$ cat src/rtl/des_perm_queue_if.sv
// des_perm_queue_if: handshake bundle for des_perm_queue.
//   Input side : in_valid, in_ready, in_mode, in_data[64*LANES-1:0]
//   Output side: out_valid, out_ready, out_mode, out_data[64*LANES-1:0]
//   master drives the input side and consumes the output side; slave is the queue.
interface des_perm_queue_if #(
  parameter int unsigned LANES = 1
);
  logic                  in_valid;
  logic                  in_ready;
  logic                  in_mode;
  logic [64*LANES-1:0]   in_data;
  logic                  out_valid;
  logic                  out_ready;
  logic                  out_mode;
  logic [64*LANES-1:0]   out_data;

  modport master (
    output in_valid, in_mode, in_data, out_ready,
    input  in_ready, out_valid, out_mode, out_data
  );

  modport slave (
    input  in_valid, in_mode, in_data, out_ready,
    output in_ready, out_valid, out_mode, out_data
  );
endinterface

$ cat src/rtl/des_perm_queue.sv
// des_perm_queue: DES IP / IP^-1 bit permutation over LANES 64-bit blocks per
// beat, followed by a DEPTH-entry FIFO with valid/ready on both sides.
// Ports:
//   clk     - rising-edge clock
//   rst_n   - asynchronous active-low reset
//   flush   - synchronous queue clear (wins over push/pop)
//   bus     - des_perm_queue_if.slave (input beat / head entry handshakes)
//   level   - current occupancy, 0..DEPTH
//   chk_err - sticky round-trip self-check error
// Optional feature: define DES_PERM_SELFCHECK_EN to store the unpermuted input
// per entry and verify out_data against it on every pop; otherwise chk_err = 0.
module des_perm_queue #(
  parameter int unsigned LANES = 1,
  parameter int unsigned DEPTH = 2
) (
  input  logic                   clk,
  input  logic                   rst_n,
  input  logic                   flush,
  des_perm_queue_if.slave        bus,
  output logic [$clog2(DEPTH):0] level,
  output logic                   chk_err
);

  localparam int unsigned DW = 64 * LANES;
  localparam int unsigned PW = $clog2(DEPTH);
  localparam int unsigned LW = PW + 1;

  // Single 64-bit DES permutation; DES bit i lives at vector index 64-i.
  // IP:    T = first-row value of row r (58,60,62,64,57,59,61,63) minus 8*col.
  // IP^-1: T = first-row value of col c (40,8,48,16,56,24,64,32) minus row.
  function automatic logic [63:0] perm64(input logic [63:0] x, input logic inv);
    logic [63:0] y;
    int r;
    int c;
    int t;
    y = '0;
    for (int i = 1; i <= 64; i++) begin
      r = (i - 1) / 8;
      c = (i - 1) % 8;
      if (!inv) t = ((r < 4) ? (58 + 2 * r) : (49 + 2 * r)) - 8 * c;
      else      t = (((c % 2) == 0) ? (40 + 8 * (c / 2)) : (8 + 8 * (c / 2))) - r;
      y[6'(64 - i)] = x[6'(64 - t)];
    end
    return y;
  endfunction

  function automatic logic [DW-1:0] perm_lanes(input logic [DW-1:0] x, input logic inv);
    logic [DW-1:0] y;
    y = '0;
    for (int k = 0; k < int'(LANES); k++) y[64*k +: 64] = perm64(x[64*k +: 64], inv);
    return y;
  endfunction

  logic [DW-1:0] mem_q [DEPTH];
  logic [DEPTH-1:0] mode_q;
  logic [PW-1:0] head_q, head_d, tail_q, tail_d;
  logic [LW-1:0] level_q, level_d;
  logic in_ready_q, out_valid_q;
  logic push, pop;
  logic [DW-1:0] perm_c;

  assign push   = bus.in_valid && in_ready_q;
  assign pop    = out_valid_q && bus.out_ready;
  assign perm_c = perm_lanes(bus.in_data, bus.in_mode);

  // Pointer / occupancy next state; flush overrides any push or pop.
  always_comb begin
    head_d  = head_q;
    tail_d  = tail_q;
    level_d = level_q;
    if (flush) begin
      head_d  = '0;
      tail_d  = '0;
      level_d = '0;
    end else begin
      if (push) tail_d = PW'(tail_q + 1'b1);
      if (pop)  head_d = PW'(head_q + 1'b1);
      case ({push, pop})
        2'b10:   level_d = LW'(level_q + 1'b1);
        2'b01:   level_d = LW'(level_q - 1'b1);
        default: level_d = level_q;
      endcase
    end
  end

  // Storage and handshake flags; flags are precomputed from level_d so they are flops.
  always_ff @(posedge clk or negedge rst_n) begin
    if (!rst_n) begin
      for (int i = 0; i < int'(DEPTH); i++) mem_q[i] <= '0;
      mode_q      <= '0;
      head_q      <= '0;
      tail_q      <= '0;
      level_q     <= '0;
      in_ready_q  <= 1'b1;
      out_valid_q <= 1'b0;
    end else begin
      head_q      <= head_d;
      tail_q      <= tail_d;
      level_q     <= level_d;
      in_ready_q  <= (level_d != LW'(DEPTH));
      out_valid_q <= (level_d != '0);
      if (push && !flush) begin
        mem_q[tail_q]  <= perm_c;
        mode_q[tail_q] <= bus.in_mode;
      end
    end
  end

  assign bus.in_ready  = in_ready_q;
  assign bus.out_valid = out_valid_q;
  assign bus.out_data  = mem_q[head_q];
  assign bus.out_mode  = mode_q[head_q];
  assign level         = level_q;

`ifdef DES_PERM_SELFCHECK_EN
  logic [DW-1:0] orig_q [DEPTH];
  logic chk_err_q;
  logic mis_c;

  // Undo the head's permutation and compare against the stored raw input per lane.
  always_comb begin
    mis_c = 1'b0;
    for (int k = 0; k < int'(LANES); k++) begin
      if (perm64(bus.out_data[64*k +: 64], !bus.out_mode) != orig_q[head_q][64*k +: 64])
        mis_c = 1'b1;
    end
  end

  always_ff @(posedge clk or negedge rst_n) begin
    if (!rst_n) begin
      for (int i = 0; i < int'(DEPTH); i++) orig_q[i] <= '0;
      chk_err_q <= 1'b0;
    end else begin
      if (push && !flush) orig_q[tail_q] <= bus.in_data;
      if (pop && !flush && mis_c) chk_err_q <= 1'b1;
    end
  end

  assign chk_err = chk_err_q;
`else
  assign chk_err = 1'b0;
`endif

endmodule
$ cat src/flat_wrapper.sv
// flat-port wrapper written by rule: the top's interface ports become plain ports
module des_perm_queue_flat 
#(
  parameter int unsigned LANES = 1,
  parameter int unsigned DEPTH = 2
)
  (clk, rst_n, flush, level, chk_err, bus_in_valid, bus_in_mode, bus_in_data, bus_out_ready, bus_in_ready, bus_out_valid, bus_out_mode, bus_out_data);
  des_perm_queue_if #(.LANES(LANES)) bus_i ();
  input  logic clk;
  input  logic rst_n;
  input  logic flush;
  output logic [$clog2(DEPTH):0] level;
  output logic chk_err;
  input wire logic [$bits(bus_i.in_valid)-1:0] bus_in_valid;
  input wire logic [$bits(bus_i.in_mode)-1:0] bus_in_mode;
  input wire logic [$bits(bus_i.in_data)-1:0] bus_in_data;
  input wire logic [$bits(bus_i.out_ready)-1:0] bus_out_ready;
  output wire logic [$bits(bus_i.in_ready)-1:0] bus_in_ready;
  output wire logic [$bits(bus_i.out_valid)-1:0] bus_out_valid;
  output wire logic [$bits(bus_i.out_mode)-1:0] bus_out_mode;
  output wire logic [$bits(bus_i.out_data)-1:0] bus_out_data;
  assign bus_i.in_valid = bus_in_valid;
  assign bus_i.in_mode = bus_in_mode;
  assign bus_i.in_data = bus_in_data;
  assign bus_i.out_ready = bus_out_ready;
  assign bus_in_ready = bus_i.in_ready;
  assign bus_out_valid = bus_i.out_valid;
  assign bus_out_mode = bus_i.out_mode;
  assign bus_out_data = bus_i.out_data;
  des_perm_queue #(.LANES(LANES), .DEPTH(DEPTH)) u_core (.clk(clk), .rst_n(rst_n), .flush(flush), .bus(bus_i), .level(level), .chk_err(chk_err));
endmodule
$ cat config.mk
export PLATFORM = sky130hd
export DESIGN_NAME = des_perm_queue_flat
export DESIGN_NICKNAME = d
export VERILOG_FILES = /design/src/rtl/des_perm_queue_if.sv /design/src/rtl/des_perm_queue.sv /design/src/flat_wrapper.sv
export SDC_FILE = /design/constraint.sdc
export NUM_CORES = 1
export LEC_CHECK = 0
export CORE_MARGIN = 3
export CORE_UTILIZATION = 44
export CTS_CLUSTER_SIZE = 20
export DETAILED_ROUTE_END_ITERATION = 12
export HOLD_SLACK_MARGIN = 0.06
export PLACE_DENSITY = 0.81
export SYNTH_ARGS = -nofsm -noshare
export SYNTH_HDL_FRONTEND = slang
export SYNTH_SLANG_ARGS = --single-unit
export TNS_END_PERCENT = 20
$ cat constraint.sdc
create_clock -name clk -period 1.87 [get_ports clk]
set_input_delay 0.2805 -clock clk [delete_from_list [all_inputs] [get_ports clk]]
set_output_delay 0.2805 -clock clk [all_outputs]
set_load 0.02 [all_outputs]
* Word level (Yosys, flattened, before mapping)
Cells that the tools add are included.
** Cells by class
- Reduce and logical (&&, ||, !) cells :: 9
- Multiplexer cells :: 137
- $lt $le $gt $ge :: 36
- Add/sub/neg operators :: 34
- Bitwise operators :: 2
- Equal/unequal tests :: 3
** Operators by type and width (number)
- $mux W64 :: 4
- $lt A6 B8 Y1 const B :: 30
- $bmux W1 S6 :: 30
- $sub A1 B6 Y6 const A :: 23
- $bwmux W128 :: 1
- $mux W6 :: 16
- $mux W1 :: 67
- $demux W64 S1 :: 1
- $sub A1 B5 Y6 const A :: 7
- $mux W5 :: 8
- $mux W3 :: 6
- $reduce_bool A2 Y1 :: 3
- $logic_and A1 B1 Y1 :: 5
- $ge A2 B2 Y1 const B :: 2
- $lt A1 B2 Y1 const B :: 2
- $not A1 Y2 :: 2
- $pmux W2 S2 :: 1
- $add A1 B1 Y1 const B :: 2
- $add A2 B1 Y2 const B :: 1
- $bwmux W2 :: 1
- $eq A2 B1 Y1 const B :: 1
- $eq A2 B2 Y1 const B :: 1
- $lt A2 B1 Y1 const B :: 1
- $mux W2 :: 1
- 5 further kinds :: 5
** Word-level totals
- Word-level logic and storage cells :: 229
- Output and inout bits :: 70
- Bits in registers :: 136

* Longest topological paths before layout
- Word-level depth :: 6
- Gate-level depth with buffers :: 5
- Gate-level depth less buffers :: 5

* Worst setup path before layout
Ideal clock, no wire load.
- Kind :: flip-flop to flip-flop
- Start :: reg u_core.in_ready_q, in the netlist u_core.bus.in_ready
- End :: reg u_core.in_ready_q, in the netlist u_core.bus.in_ready
- Path slack :: 0.203 ns
- Library setup time :: 0.084 ns
- Stages on the path, launching flop included :: 6
- Data required time :: 1.786 ns
- Arrival time :: 1.583 ns
- Buffers on the path :: 0
- Cell sequence :: dfstp_2 -> nand2_1 -> ha_1 -> nor2b_1 -> a22oi_1 -> or2_2
** On the way
- Word-level cells in the longest chain between the ends :: 5
- Elaborated cells between the ends (all ways) :: 6
- Those cells by class :: 3 x eq/ne; 2 x mux; 1 x reduce/logical
** Ends and longest elaborated chain
- start: declaration :: line des_perm_queue.sv:58 : logic in_ready_q, out_valid_q;
- start signal: assignment :: line des_perm_queue.sv:100 : in_ready_q <= (level_d != LW'(DEPTH));
- $logic_and A1 B1 Y1 * :: line des_perm_queue.sv:62 : assign push = bus.in_valid && in_ready_q;
- $eq A2 B1 Y1 / $eq A2 B2 Y1 (equally long branches) :: line des_perm_queue.sv:78 : case ({push, pop})
- $pmux W2 S2 * :: line des_perm_queue.sv:78
- $mux W2 * :: line des_perm_queue.sv:71 : if (flush) begin
- $ne A2 B2 Y1 * :: line des_perm_queue.sv:100
Mark *: on every way between the ends. The rest lies on a longest branch, timed or not.
A chain may end at the register's enable or synchronous reset.

* Worst setup path after layout
- Start :: reg u_core.head_q
- End :: out bus_out_data[15]
** On the way
- Word-level cells in the longest chain between the ends :: 4
** Ends and longest elaborated chain
- start: declaration :: line des_perm_queue.sv:56 : logic [PW-1:0] head_q, head_d, tail_q, tail_d;
- start signal: assignment :: line des_perm_queue.sv:91 : head_q <= '0;
- start signal: assignment :: line des_perm_queue.sv:97 : head_q <= head_d;
- $not A1 Y2 (not written as such) :: line des_perm_queue.sv:111 : assign bus.out_data = mem_q[head_q];
- $mux W64 (not written as such) (3 in series) :: line des_perm_queue.sv:111
- end: declaration :: line flat_wrapper.sv:21 : output wire logic [$bits(bus_i.out_data)-1:0] bus_out_data;
No other way between the ends. The select of a mux whose other input is x is not followed.

==> flow_summary_export.csv <==
group,metric,value,unit
global_routing,grt_pass1_vias,2467,
setup_path,worst-path-buf-inv,2,
synthesis,synth_seq_cells,70,
setup_path,cpMaxStageDelayCell,"dfrtp_1",
pwr,pwr_density_cell,1179,mW/mm^2
floorplanning,core_area,0.007807,mm^2
synthesis,synthesis.area,0.003571,mm^2
global_routing,grt_use_met2,0.2726,
setup_path,r2r_setup_slack,0.25,ns
sta,max_freq,0.5536,GHz
setup_path,r2r_cells,5,
sta,rsz0062_at_grt,"no",
drt,drt_iter0_drc,66,
placed_design,numPortBuffers,88,
setup_path,setup.worst_path.start_class,"flop",
floorplanning,dieWidth,96.09,um
min_path,hold_class,"reg2reg",
global_routing,grtUsageTotal,0.1623,
pwr,peakVddDrop,0.0004896,V
clocking,root_buffer,"clkbuf_8",
global_routing,use_met1,0.1979,
sta,slew_viol_final,0,
setup_path,critPathKind,"reg2out",
synthesis,synthDistinctLibCells,28,
global_routing,grt_remaining_overflow,0,
run_status,status,"finished, final reports clean",
clocking,tritoncts,"yes",
setup_path,cp_top_family,"buffers and inverters",
global_routing,grt_max_degree,71,
drt,wl_per_cell,13.69,um
setup_path,crit_required,1.59,ns
min_path,min_from,"u_core.mem_q[27]",
pwr,seq_power_share,0.428,
pwr,power_switching,1822,uW
sta,period_minus_slack,1.807,ns
global_routing,grtUsageMet3,0.04066,
clocking,clk_pin_slew_worst_paths,0.07,ns
synthesis,seq_area_frac_synth,0.4909,
min_path,hold_depth,2,
drt,via_per_inst,4.778,
clocking,h-tree-depth,3,
clocking,clock-sinks,70,
sta,hold_violations,0,
setup_path,cp_max_fo,9,
floorplanning,dieArea,0.009232,mm^2
drt,drc,0,
setup_path,cp_cell_sequence,"buf_6, mux2_2, clkdlybuf4s15_1",
sta,skew,0.01263,ns
sta,whs,0.4748,ns
clocking,numCtsBuffers,9,
finish,final_common_cell,"dfrtp_1",
pwr,p_clk_frac,0.216,
run,maxCapViolCount,0,
min_path,hold_end,"u_core.mem_q[27]",
global_routing,grt_busiest_layer,"met2",
synthesis,syn_avg_cell_area,10.69,um^2
synthesis,ys_top_cells_by_area,"dfrtp_1 (48%), mux2_2 (11%), mux2i_1 (8.4%), buf_4 (7.6%), a21oi_1 (4.3%)",
setup_path,max_stage_delay,0.40,ns
global_routing,antenna_found_initial,0,
pwr,p_sw_frac,0.3424,
drt,wl,7285,um
finish,final_core_util,0.5784,
synthesis,ys_warn_count,0,
placed_design,post-place-cells,515,
sta,finalCritPeriodShare,0.9660,
sta,setup_viol,0,
clocking,post_cts_buffers,0,
finish,syn2layout_area_growth,26.45,%
floorplanning,die_h,96.09,um
synthesis,synth_top_area_cell,"dfrtp_1",
floorplanning,io_pins,140,
drt,num_vias,2542,
setup_path,rr_endpoint,"u_core.bus.in_ready",
setup_path,startpoint,"u_core.head_q",
placed_design,gp_congestion,0.7123,
placed_design,hpwl,5196,um
drt,firstDrtPassIters,4,
clocking,clk_latency,0.34,ns
pwr,p_leak,0.002056,uW
floorplanning,start_util,0.4574,
setup_path,endpoint_kind,"output pin",
floorplanning,rows,32,
setup_path,cp.arrival,1.53,ns
finish,n_antenna_cell,0,
pwr,intPower,3500,uW
finish,final_cells,532,
finish,nNetsFinal,496,
synthesis,syn_inst,334,
setup_path,reg2reg_from,"u_core.bus.in_ready",
global_routing,grt_pass1_wl,11380,um
pwr,p_comb_frac,0.356,
clocking,cts.path.max_buffers,2,
drt,antenna_left,0,
finish,drive_above_1_share,0.2279,
finish,mostFrequentLayoutCells,"dfrtp_1 (69), clkdlybuf4s50_1 (54), mux2_2 (34), conb_1 (34), nor2_1 (32)",
synthesis,synth_top_area_frac,0.4835,
how the worst max path moves through the flow:
stage | to | slack (ns) | cells after the start
finish | bus_out_data[15] | 0.06 | 3
global route | bus_out_data[15] | 0.002 | 3
CTS | bus_out_data[4] | -0.04 | 3
detailed placement | u_core.bus.in_ready | 0.03 | 6
global placement | u_core.bus.in_ready | 0.07 | 6
floorplan | u_core.bus.in_ready | 0.20 | 5
logic make-up (layout without fill, tap and decap cells):
| logic type | after synthesis | after routing | share of synthesized area |
|---|---|---|---|
| AOI/OAI and AO/OA | 64 | 64 | 0.09110 |
| xor gates and xnor gates | 4 | 4 | 0.009813 |
| adders and majority gates | 1 | 1 | 0.003503 |
| buffers and inverters | 56 | 119 | 0.1156 |
| DFF | 70 | 70 | 0.4909 |
| muxes | 66 | 66 | 0.1997 |
| other | 1 | 34 | 0.001050 |
| and+or+nand+nor | 72 | 72 | 0.08830 |
registers in the layout, indices dropped and copies added (netlist names):
name / flops
u_core.level: 2
u_core.mem_q: 62
u_core.bus.in_ready: 1
u_core.head_q: 1
u_core.mode_q: 2
u_core.tail_q: 1
u_core.bus.out_valid: 1
per-stage QoR:
stage	setup slack [ns]	cell area, um^2	power (uW)	TNS [ns]
CTS	-0.04184	4668	5499	-0.2182
global route	0.001981	4516	5694	0
global placement	0.06606	4469	4378	0
floorplan	0.2026	3695	3619	0
detailed placement	0.03405	4469	4464	0
finish	0.06349	4516	5322	0
cell usage after synthesis, drive strengths merged:
cell / count
a211oi: 1
a21oi: 31
a22oi: 1
and2: 1
and4bb: 1
buf: 53
clkbuf: 2
conb: 1
dfrtp: 69
dfstp: 1
ha: 1
inv: 1
mux2: 36
mux2i: 30
nand2: 31
nand4b: 1
nor2: 32
nor2b: 3
nor3: 1
o21ai: 31
or2: 1
or3: 1
xnor2: 3
xor2: 1
repair_timing:
action	4_1_cts	5_1_grt
endpoints found under the hold margin	69	0
cloned	0	0
hold buffers	1	0
endpoints found under the setup margin	32	32
gates resized for setup	67	38
layer usage:
metal | vias up | routed length, um | part of all wire
li1 | 1255 | - | -
met1 | 1197 | 3080 | 0.42
met2 | 81 | 3660 | 0.50
met3 | 9 | 455 | 0.062
met4 | 0 | 88 | 0.012
met5 | - | 0 | 0
power groups by stage:
| stage | logic (uW) | registers (uW) | clock network (uW) |
|---|---|---|---|
| after floorplan | 1370 | 2250 | 0 |
| after global placement | 2110 | 2270 | 0 |
| after detailed placement | 2150 | 2310 | 0 |
| after CTS | 2050 | 2280 | 1170 |
| after global routing | 2100 | 2340 | 1250 |
| final | 1900 | 2280 | 1150 |
layout make-up:
| cell class | instances | area [um^2] |
|---|---|---|
| well taps | 102 | 127.6 |
| clock buffers | 12 | 135.1 |
| flip-flops and latches | 70 | 1753 |
| multi-input cells | 241 | 1529 |
| fillers | 695 | 3292 |
| clock inverters | 4 | 47.55 |
| inverters | 1 | 3.754 |
| repair buffers | 102 | 919.6 |
worst register-to-register path, cell delays in order, from the launching register on:
cell and delay, ns:
dfstp_2 0.57, nand2_1 0.10, ha_1 0.33, nor2b_1 0.18
a22oi_1 0.10, or2_2 0.28
Power figures use the tool's default switching activity.
